### src/rtl/clk_div_ctrl.sv
// Programmable clock divider: clk_out is high N/2 and low N-N/2 cycles of clk_100, ratio changes only at period boundaries.
// Define CLK_DIV_CFG_CHK_EN to reject ratios below 2 with a cfg_err pulse instead of clamping them to 2.
module clk_div_ctrl #(
  parameter int CNT_W    = 8,
  parameter int DIV_INIT = 8
) (
  input  logic             clk_100,
  input  logic             rst_n,
  input  logic             run,
  input  logic             cfg_valid,
  input  logic [CNT_W-1:0] cfg_ratio,
  output logic             cfg_ready,
  output logic             clk_out,
  output logic             period_tick,
  output logic [CNT_W-1:0] cur_ratio,
  output logic             cfg_err
);

  typedef enum logic [1:0] {IDLE, RUN, PEND} state_t;

  localparam logic [CNT_W-1:0] INIT = CNT_W'(DIV_INIT);
  localparam logic [CNT_W-1:0] TWO  = CNT_W'(2);
  localparam logic [CNT_W-1:0] ONE  = CNT_W'(1);

  state_t           state_q, state_d;
  logic [CNT_W-1:0] cnt_q, cnt_d;
  logic [CNT_W-1:0] ratio_q, ratio_d;
  logic [CNT_W-1:0] pend_q, pend_d;
  logic             clk_q, clk_d;
  logic             tick_q, tick_d;
  logic             err_q, err_d;

  logic             xfer, acc, boundary;
  logic [CNT_W-1:0] acc_val;

  assign cfg_ready = (state_q != PEND);
  assign xfer      = cfg_valid && cfg_ready;
  assign boundary  = (cnt_q == ratio_q - ONE);

`ifdef CLK_DIV_CFG_CHK_EN
  // Rejected ratios still complete the handshake so the producer is not stalled.
  assign acc     = xfer && (cfg_ratio >= TWO);
  assign acc_val = cfg_ratio;
  assign err_d   = xfer && (cfg_ratio < TWO);
`else
  assign acc     = xfer;
  assign acc_val = (cfg_ratio < TWO) ? TWO : cfg_ratio;
  assign err_d   = 1'b0;
`endif

  always_comb begin
    state_d = state_q;
    cnt_d   = cnt_q;
    ratio_d = ratio_q;
    pend_d  = pend_q;
    clk_d   = clk_q;
    case (state_q)
      IDLE: begin
        if (acc) ratio_d = acc_val;
        cnt_d = '0;
        clk_d = run;
        if (run) state_d = RUN;
      end
      RUN, PEND: begin
        if (boundary) begin
          cnt_d   = '0;
          clk_d   = run;
          state_d = run ? RUN : IDLE;
          if (state_q == PEND) ratio_d = pend_q;
        end else begin
          cnt_d = cnt_q + ONE;
          clk_d = ((cnt_q + ONE) < (ratio_q >> 1));
        end
        // A ratio arriving on the final boundary has no later period to wait for.
        if (acc) begin
          if (boundary && !run) begin
            ratio_d = acc_val;
          end else begin
            pend_d  = acc_val;
            state_d = PEND;
          end
        end
      end
      default: begin
        state_d = IDLE;
        cnt_d   = '0;
        clk_d   = 1'b0;
      end
    endcase
    tick_d = (state_d != IDLE) && (cnt_d == '0);
  end

  always_ff @(posedge clk_100 or negedge rst_n) begin
    if (!rst_n) begin
      state_q <= IDLE;
      cnt_q   <= '0;
      ratio_q <= INIT;
      pend_q  <= INIT;
      clk_q   <= 1'b0;
      tick_q  <= 1'b0;
      err_q   <= 1'b0;
    end else begin
      state_q <= state_d;
      cnt_q   <= cnt_d;
      ratio_q <= ratio_d;
      pend_q  <= pend_d;
      clk_q   <= clk_d;
      tick_q  <= tick_d;
      err_q   <= err_d;
    end
  end

  assign clk_out     = clk_q;
  assign period_tick = tick_q;
  assign cur_ratio   = ratio_q;
  assign cfg_err     = err_q;

endmodule

### config.mk
export PLATFORM = sky130hd
export DESIGN_NAME = clk_div_ctrl
export DESIGN_NICKNAME = d
export VERILOG_FILES = /design/src/rtl/clk_div_ctrl.sv
export SDC_FILE = /design/constraint.sdc
export NUM_CORES = 1
export LEC_CHECK = 0
export ABC_CLOCK_PERIOD_IN_PS = 3400
export CELL_PAD_IN_SITES_DETAIL_PLACEMENT = 0
export CELL_PAD_IN_SITES_GLOBAL_PLACEMENT = 1
export CORE_ASPECT_RATIO = 1.25
export CORE_MARGIN = 2
export CORE_UTILIZATION = 43
export CTS_CLUSTER_DIAMETER = 40
export DETAILED_ROUTE_END_ITERATION = 16
export GPL_ROUTABILITY_DRIVEN = 0
export PLACE_DENSITY_LB_ADDON = 0.1
export SYNTH_ARGS = -nofsm -noshare
export SYNTH_HDL_FRONTEND = slang
export SYNTH_SLANG_ARGS = --single-unit
export TNS_END_PERCENT = 100
### constraint.sdc
create_clock -name clk_100 -period 3.4 [get_ports clk_100]
set_input_delay 0.68 -clock clk_100 [delete_from_list [all_inputs] [get_ports clk_100]]
set_output_delay 0.68 -clock clk_100 [all_outputs]
set_load 0.05 [all_outputs]
== Word level (Yosys, flattened, before mapping) ==
Index checks and enable logic that the tools add are counted.

* Add/sub/neg operators: 2
* Order comparisons: 2
* Equal/unequal tests: 5
* Multiplexer cells: 17
* Bitwise operators: 1
* Reduce and logical (&&, ||, !) cells: 11

{| class="wikitable"
|+ Operators by type and width
! operator !! number
|-
| two-way mux 8 bit || 8
|-
| one-hot mux 8 bit (2 select lines) || 1
|-
| adder 8 x 1 -> 8 bit (second input constant) || 1
|-
| == test 8 bit || 1
|-
| zero test 8 bit || 1
|-
| less-than comparator 8 x 2 -> 1 bit (second input constant) || 1
|-
| less-than comparator 8 x 7 -> 1 bit || 1
|-
| two-way mux 2 bit || 4
|-
| subtractor 8 x 1 -> 8 bit (second input constant) || 1
|-
| inequality test 2 bit (second input constant) || 2
|-
| one-hot mux 2 bit (2 select lines) || 1
|-
| nonzero test 2 bit || 2
|-
| logical AND 1 bit || 3
|-
| AND reduction 3 bit || 1
|-
| == test 2 x 1 -> 1 bit (second input constant) || 1
|-
| == test 2 bit (second input constant) || 1
|-
| zero test 2 bit || 1
|-
| two-way mux 1 bit || 2
|-
| one-hot mux 1 bit (2 select lines) || 1
|-
| AND reduction 2 bit || 1
|-
| OR reduction 2 bit || 1
|-
| zero test 1 bit || 1
|-
| inverter 1 bit || 1
|}

* Flip-flop bits (word level): 28
* Input bits: 12
* Output and inout port bits: 12
* Logic and storage cells: 44

== Logic depth before layout (Yosys ltp) ==
Gate-level depths: netlist of run 1.

* Depth after elaboration: 8
* Gate-level depth with buffers: 10
* Depth with buffers taken out: 9

== Worst setup path before layout of run 1 ==
Ideal clock, no wire load.

* Path kind: flip-flop to flip-flop
* Start point: reg ratio_q[0], in the netlist cur_ratio[0]
* End point: reg pend_q[1]
* Setup time: 125 ps
* Data arrival time: 2,684 ps
* Required time: 3,275 ps
* Setup slack: 592 ps
* Stages on the path, launching flop included: 9
* Path buffers: 1
* Clock period less this slack: 2,808 ps
* Cell sequence: dfrtp_1 > inv_1 > ha_1 > o21ba_2 > a221o_1 > and2_1 > clkbuf_1 > o31ai_4 > mux2_2

* Word-level cells in the longest chain between the ends: 5

{| class="wikitable"
|+ RTL lines
! what !! line !! text
|-
| from (decl) || 27 || <nowiki>logic [CNT_W-1:0] ratio_q, ratio_d;</nowiki>
|-
| from (signal assigned) || 105 || <nowiki>ratio_q <= ratio_d;</nowiki>
|-
| subtractor 8 x 1 -> 8 bit || 38 || <nowiki>assign boundary = (cnt_q == ratio_q - ONE);</nowiki>
|-
| == test 8 bit || 38 ||
|-
| logical AND 1 bit || 76 || <nowiki>if (boundary && !run) begin</nowiki>
|-
| inverter 1 bit (no source line) || n/a ||
|-
| AND reduction 3 bit (no source line) || n/a ||
|-
| to (signal assigned) || 106 || <nowiki>pend_q <= pend_d;</nowiki>
|-
| to (decl) || 28 || <nowiki>logic [CNT_W-1:0] pend_q, pend_d;</nowiki>
|}

No other way between the ends.
A chain may end at the register's enable or synchronous reset.

== Worst setup path in the final report of run 1 ==
* Start point: reg ratio_q[0], in the netlist cur_ratio[0]
* End point: reg ratio_q[7], in the netlist cur_ratio[7]

* Word-level cells in the longest chain between the ends: 6
* Elaborated cells between the ends (all ways): 7
* Those cells by class: add/sub: 1; eq/ne: 1; mux: 4; reduce/logical: 1

{| class="wikitable"
|+ RTL lines
! what !! line !! text
|-
| subtractor 8 x 1 -> 8 bit (*) || 38 ||
|-
| == test 8 bit (*) || 38 ||
|-
| two-way mux 8 bit / logical AND 1 bit (equally long branches) || 65, 76 ||
|-
| two-way mux 8 bit || 76 ||
|-
| two-way mux 8 bit (*) || 75 || <nowiki>if (acc) begin</nowiki>
|-
| one-hot mux 8 bit (2 select lines) (*) || 57 || <nowiki>case (state_q)</nowiki>
|}

Every way passes the cells marked *; elsewhere a longest branch is shown, timed or not.

==> flow_metrics.tcl, run 1 <==
set metrics [dict create \
    htreeDepth 1 \
    hold-path-cell-count 1 \
    cts_tree "done" \
    powerDensity_mw_per_mm2 907 \
    hpwlAfterDp_um 3370 \
    area_delta_synth_final_pct 16.7 \
    grt-ovfl-total 0 \
    leakage_uw 0.00101 \
    antenna_found_initial 0 \
    synth_top_area_share 0.349 \
    path_class "flip-flop to flip-flop" \
    cp_data_required_time_ns 3.62 \
    max_clock_freq_mhz 370 \
    synthDistinctLibCells 44 \
    grt_pass1_wl_um 7270 \
    rr_worst_depth 9 \
    via_count 1432 \
    syn_avg_cell_area_sq_um 9.86 \
    ys_ff_latch 28 \
    drc 0 \
    tightest_slew_ns 0.840 \
    fillers 411 \
    r2r-end "cur_ratio[7]" \
    cts_made_buffers 3 \
    grt_max_degree 19 \
    synth.most_common_cell "dfrtp_1" \
    hold_viol_final 0 \
    post-route-period-util 0.794 \
    ff2ff_setup_slack_ns 0.70 \
    setup_tns_ns 0 \
    cts-root-buf "clkbuf_8" \
    grt_pass1_vias 1503 \
    synth_edf_count 0 \
    cts_setup_buffers 0 \
    crit_path_start "cur_ratio[0]" \
    die_w_um 62.9 \
    portBuffers 22 \
    syn_inst 189 \
    path_clk_slew_ns 0.10 \
    ctsHoldBuffers 0 \
    diodes 0 \
    crit_fanout 9 \
    path_cells "inv_1 -> ha_1 -> o21ba_2 -> a221o_1 -> a21oi_1 -> nor4bb_1 -> buf_4 -> or3_1 -> o221a_2" \
    stdcell_area_sq_mm 0.00217 \
    ys.flop_type "dfrtp_1" \
    clk_path_buf_depth 2 \
    firstDrtPassIters 4 \
    ys_seq_area_frac 0.377 \
    multi_input_area_sq_mm 0.00105 \
    crit_slowest_cell "dfrtp_1" \
    synth_fp_nets 212 \
    critPathLaunchType "flip-flop" \
    rsz0062_at_grt "no" \
    cts_resized 0 \
    worstSetupEndpointType "flip-flop" \
    slew_viol_final 0 \
    cts_sinks 28 \
    fin_cells 263 \
    avgViaCountPerCell 5.44 \
    finalSetupViolCount 0 \
    track_usage 0.188 \
    wl_per_cell_um 16.1 \
    worst_hold_startpoint "pend_q[7]" \
    worst_slack_ns 0.701 \
    synth_common_cells "26 x dfrtp_1, 15 x inv_1, 12 x xor2_1" \
    ir_worst_vdd_v 0.000507 \
    dp_cells 259 \
    core_area_sq_mm 0.00413 \
    ys.warnings.count 0 \
    totalWireLength_um 4240 \
    finClkSkew_ns 0.00270 \
    syn_area_sq_mm 0.00186 \
    initial_core_util 0.451 \
    synthArstFlopShare 1.00 \
    pre_cts_slack_ns 0.741 \
    cap_violations 0 \
    clk_latency_ns 0.28 \
    maxSlewHeadroom 0.438 \
    ant_nets 0 \
    layout-drive-gt1-share 0.130 \
    yosys-top-cells-area "dfrtp_1 35%, ha_1 7.4%, xor2_1 5.6%, o221a_2 4.2%, inv_1 3.0%" \
    final_nets 231 \
    rows 26 \
    hp-class "flip-flop to flip-flop" \
    worstHoldEndpoint "pend_q[7]" \
    dieArea_sq_mm 0.00488 \
    min_period_ns 2.70 \
    io_pins 24 \
    drt_iter0_markers 31 \
    worstPathArrival_ns 2.92 \
    status "completed" \
    worstReg2RegStart "cur_ratio[0]" \
    seq_area_sq_um 703 \
    placed_area_sq_mm 0.00212 \
    max_stage_delay_ns 0.46 \
    synth_top_cell_by_area "dfrtp_1" \
    die_height_um 77.6 \
]
==> final cells by class <==
cell class                 count  area share
inverter                      15      0.0259
clock buffer                   4      0.0253
multi-input combinational    136       0.485
timing repair buffer          24       0.108
tap                           56      0.0322
sequential                    28       0.323
==> stage by stage <==
stage,util,hold slack [ns],total power [uW]
3_3_place_gp,0.513,0.475,1750
2_1_floorplan,-,0.384,1460
3_5_place_dp,0.513,0.486,1770
5_1_grt,0.526,0.537,2130
6_report,0.526,0.502,1970
4_1_cts,0.526,0.510,1990
==> cells by family (layout without fill, tap and decap cells) <==
kind of cell / Yosys count / after routing / share of synthesized area
mux: 8 / 8 / 0.0484
buf+inv: 25 / 43 / 0.0564
flops: 28 / 28 / 0.377
compound gates: 43 / 43 / 0.195
simple gates: 57 / 57 / 0.171
xor+xnor: 16 / 16 / 0.0752
other cells: 1 / 1 / 0.00201
fa+ha+maj: 11 / 11 / 0.0739
==> report_power, final <==
part           internal (uW)  total [uW]  switching (uW)
clock                    104         210             106
combinational            473        1120             650
sequential               474         639             165
total                   1050        1970             921
==> worst max-delay path: cells and delay by family, from the launching register on <==
| family | cells | cell delay (ns) |
|---|---|---|
| AND/OR/NAND/NOR | 2 | 0.61 |
| flip-flops | 1 | 0.46 |
| buffers and inverters | 2 | 0.31 |
| adder cells (fa/ha/maj) | 1 | 0.28 |
| AO/OA/AOI/OAI | 4 | 0.98 |
==> worst max path at each step <==
| stage | slack, ns | to | depth (start not counted) |
|---|---|---|---|
| 4_1_cts | 0.72 | cur_ratio[7] | 9 |
| 3_3_place_gp | 0.74 | cur_ratio[6] | 6 |
| 5_1_grt | 0.49 | cur_ratio[2] | 9 |
| 3_5_place_dp | 0.74 | cur_ratio[7] | 6 |
| 2_1_floorplan | 0.59 | pend_q[1] | 8 |
| 6_report | 0.70 | cur_ratio[7] | 9 |
==> state kept, by name, summed over array words and instances, names as in the netlist <==
signal       cells
clk_out          1
cnt_q            8
cur_ratio        8
pend_q           8
period_tick      1
state_q          2
==> layer usage <==
layer  GRT usage  share of wire  vias up
met5           0              0        -
li1            -              -      711
met4      0.0578         0.0092        0
met3      0.0261          0.030        4
met1       0.229           0.42      693
met2       0.338           0.54       24
==> placed cells by master (no fill, tap or decap), types with 3 or more instances in the layout <==
master / n
nor3_1: 5
xnor2_1: 4
nor2_1: 11
mux2_1: 3
and2_1: 6
clkbuf_8: 4
o21bai_1: 7
or3_1: 3
ha_1: 11
o21ai_0: 4
mux2_2: 5
inv_1: 15
a21oi_1: 8
nand2_1: 7
dfrtp_1: 26
o221a_2: 7
nand3_1: 6
xor2_1: 12
clkdlybuf4s50_1: 22
and3_1: 8
Note: power is estimated with default switching activity, not from simulation.
==> inputs of run 2 (changes only) <==
--- a/config.mk
+++ b/config.mk
@@ -5,7 +5,7 @@
 export SDC_FILE = /design/constraint.sdc
 export NUM_CORES = 1
 export LEC_CHECK = 0
-export ABC_CLOCK_PERIOD_IN_PS = 3400
+export ABC_CLOCK_PERIOD_IN_PS = 2500
 export CELL_PAD_IN_SITES_DETAIL_PLACEMENT = 0
 export CELL_PAD_IN_SITES_GLOBAL_PLACEMENT = 1
 export CORE_ASPECT_RATIO = 1.25
==> constraint.sdc (replaced) <==
create_clock -name clk_100 -period 2.5 [get_ports clk_100]
set_input_delay 0.5 -clock clk_100 [delete_from_list [all_inputs] [get_ports clk_100]]
set_output_delay 0.5 -clock clk_100 [all_outputs]
set_load 0.05 [all_outputs]
==> run 2 against run 1 <==
Register-to-register slack worse by 0.57 ns. Flip-flop and latch count stayed put. Non-clock buffer count is 12 higher. Final cell count is 4.6% higher. Via count is 5.8% higher. Clock-buffer cell count is 1 lower. Hold slack better by 0.024 ns. Sequential power is 33% higher. Core utilization is 4.0 points higher. Clock power is 74% higher. Die area stayed put. Routed wire length is 4.4% higher. Critical path type is now flip-flop to primary output. Largest cell class unchanged. Largest power group unchanged.
==> flow_metrics.tcl, run 2 (synthesized netlist as in run 1, its figures left out) <==
set metrics [dict create \
    status "completed" \
    clk_latency_ns 0.28 \
    die_w_um 62.9 \
    avgViaCountPerCell 5.51 \
    path_class "flip-flop to primary output" \
    initial_core_util 0.451 \
    cts-root-buf "clkbuf_8" \
    most-common-layout-cells "23 x dfrtp_1, 22 x clkdlybuf4s50_1, 13 x inv_1, 13 x buf_4, 12 x xor2_1" \
    via_count 1515 \
    path_clk_slew_ns 0.10 \
    worstSetupEndpointType "primary output" \
    crit_fanout 3 \
    io_pins 24 \
    clk_path_buf_depth 2 \
    finalSetupViolCount 0 \
    maxSlewHeadroom 0.667 \
    min_period_ns 2.40 \
    cts_made_buffers 3 \
    final_common_cell "dfrtp_1" \
    critPathLaunchType "flip-flop" \
    cts_tree "done" \
    cap_violations 0 \
    htreeDepth 1 \
    cts_setup_buffers 0 \
    worstPathArrival_ns 1.90 \
    grt_pass1_wl_um 7320 \
    core_area_sq_mm 0.00413 \
    cp_data_required_time_ns 2.00 \
    rows 26 \
    area_delta_synth_final_pct 25.7 \
    p_total_uw 3010 \
    firstDrtPassIters 4 \
    ant_nets 0 \
    drt_iter0_markers 79 \
    hp-class "flip-flop to flip-flop" \
    layout-drive-gt1-share 0.219 \
    grt_max_degree 29 \
    final_util 0.567 \
    hpwlAfterDp_um 3460 \
    hold_viol_final 0 \
    dieArea_sq_mm 0.00488 \
    die_height_um 77.6 \
    cts_sinks 28 \
    drc 0 \
    grt-ovfl-total 0 \
    powerDensity_mw_per_mm2 1290 \
    portBuffers 22 \
    grt_pass1_vias 1539 \
    ir_worst_vdd_v 0.000595 \
    tightest_slew_ns 0.499 \
    final_nets 243 \
    diodes 0 \
    track_usage 0.192 \
    leakage_uw 0.00111 \
    max_clock_freq_mhz 417 \
    antenna_found_initial 0 \
    post-route-period-util 0.960 \
    wl_per_cell_um 16.1 \
    slew_viol_final 0 \
    rsz0062_at_grt "no" \
    finClkSkew_ns 0.00640 \
    totalWireLength_um 4420 \
]
==> run 2: cell count changes in the layout (fill, tap and decap cells not counted), sizes merged <==
cell and delta:
buf +12, bufinv +1, clkbuf -1
==> run 2: per-layer routing <==
layer,vias up,wire [um],global-route usage
met1,731,1910,0.239
li1,734,-,-
met4,0,127,0.0800
met5,-,0,0
met3,9,132,0.0203
met2,41,2250,0.334
==> run 2: layout make-up <==
cell class / instances / area [sq um]
Clock inverter: 1 / 30.0
Fill cell: 380 / 1790
Tap cell: 56 / 70.1
Multi-Input combinational cell: 136 / 1100
Sequential cell: 28 / 707
Clock buffer: 3 / 41.3
Timing Repair Buffer: 36 / 338
Inverter: 15 / 56.3
==> run 2: worst paths after layout <==
check | startpoint | to | slack [ns] | cells after the start
hold / removal | pend_q[6] | pend_q[6] | 0.53 | 1
setup reg to reg | cur_ratio[4] | pend_q[4] | 0.13 | 7
hold reg to reg | pend_q[6] | pend_q[6] | 0.53 | 1
min in group asynchronous | rst_n | cnt_q[5] | 0.59 | 2
max in group asynchronous | rst_n | pend_q[3] | 1.60 | 2
setup / recovery | state_q[0] | cfg_ready | 0.10 | 4
==> run 2: through the flow <==
| step | setup WS, ns | hold WS, ns | instance area, sq um | cells | TNS, ns |
|---|---|---|---|---|---|
| after detailed placement | 0.0756 | 0.504 | 2260 | 271 | 0 |
| after CTS | 0.0576 | 0.527 | 2340 | 275 | 0 |
| after global routing | 0.0172 | 0.550 | 2340 | 275 | 0 |
| final | 0.100 | 0.527 | 2340 | 275 | 0 |
| after floorplan | -0.104 | 0.204 | 1920 | 189 | -0.816 |
| after global placement | 0.0941 | 0.500 | 2260 | 271 | 0 |
==> run 2: report_power, final <==
group          switching [uW]  total (uW)  internal, uW
sequential                199         850           651
clock                     150         365           215
combinational             973        1790           821
==> run 2: what timing repair did <==
| item | 4_1_cts | 5_1_grt |
|---|---|---|
| setup endpoints to repair | 0 | 14 |
| hold buffers | 0 | 0 |
| hold endpoints to repair | 0 | 0 |
| resized for setup | 0 | 1 |
==> run 2: critical path: stages, from the launching register on <==
cell and delay [ns]:
dfrtp_1 0.41, inv_1 0.09, ha_1 0.22, inv_1 0.09, clkdlybuf4s50_1 0.80
==> inputs of run 3 (changes only) <==
--- a/config.mk
+++ b/config.mk
@@ -15,6 +15,7 @@
 export DETAILED_ROUTE_END_ITERATION = 16
 export GPL_ROUTABILITY_DRIVEN = 0
 export PLACE_DENSITY_LB_ADDON = 0.1
+export SLEW_MARGIN = 20
 export SYNTH_ARGS = -nofsm -noshare
 export SYNTH_HDL_FRONTEND = slang
 export SYNTH_SLANG_ARGS = --single-unit
==> results of run 3 <==
No change in the layout: final DEF, timing and power equal those of run 2.
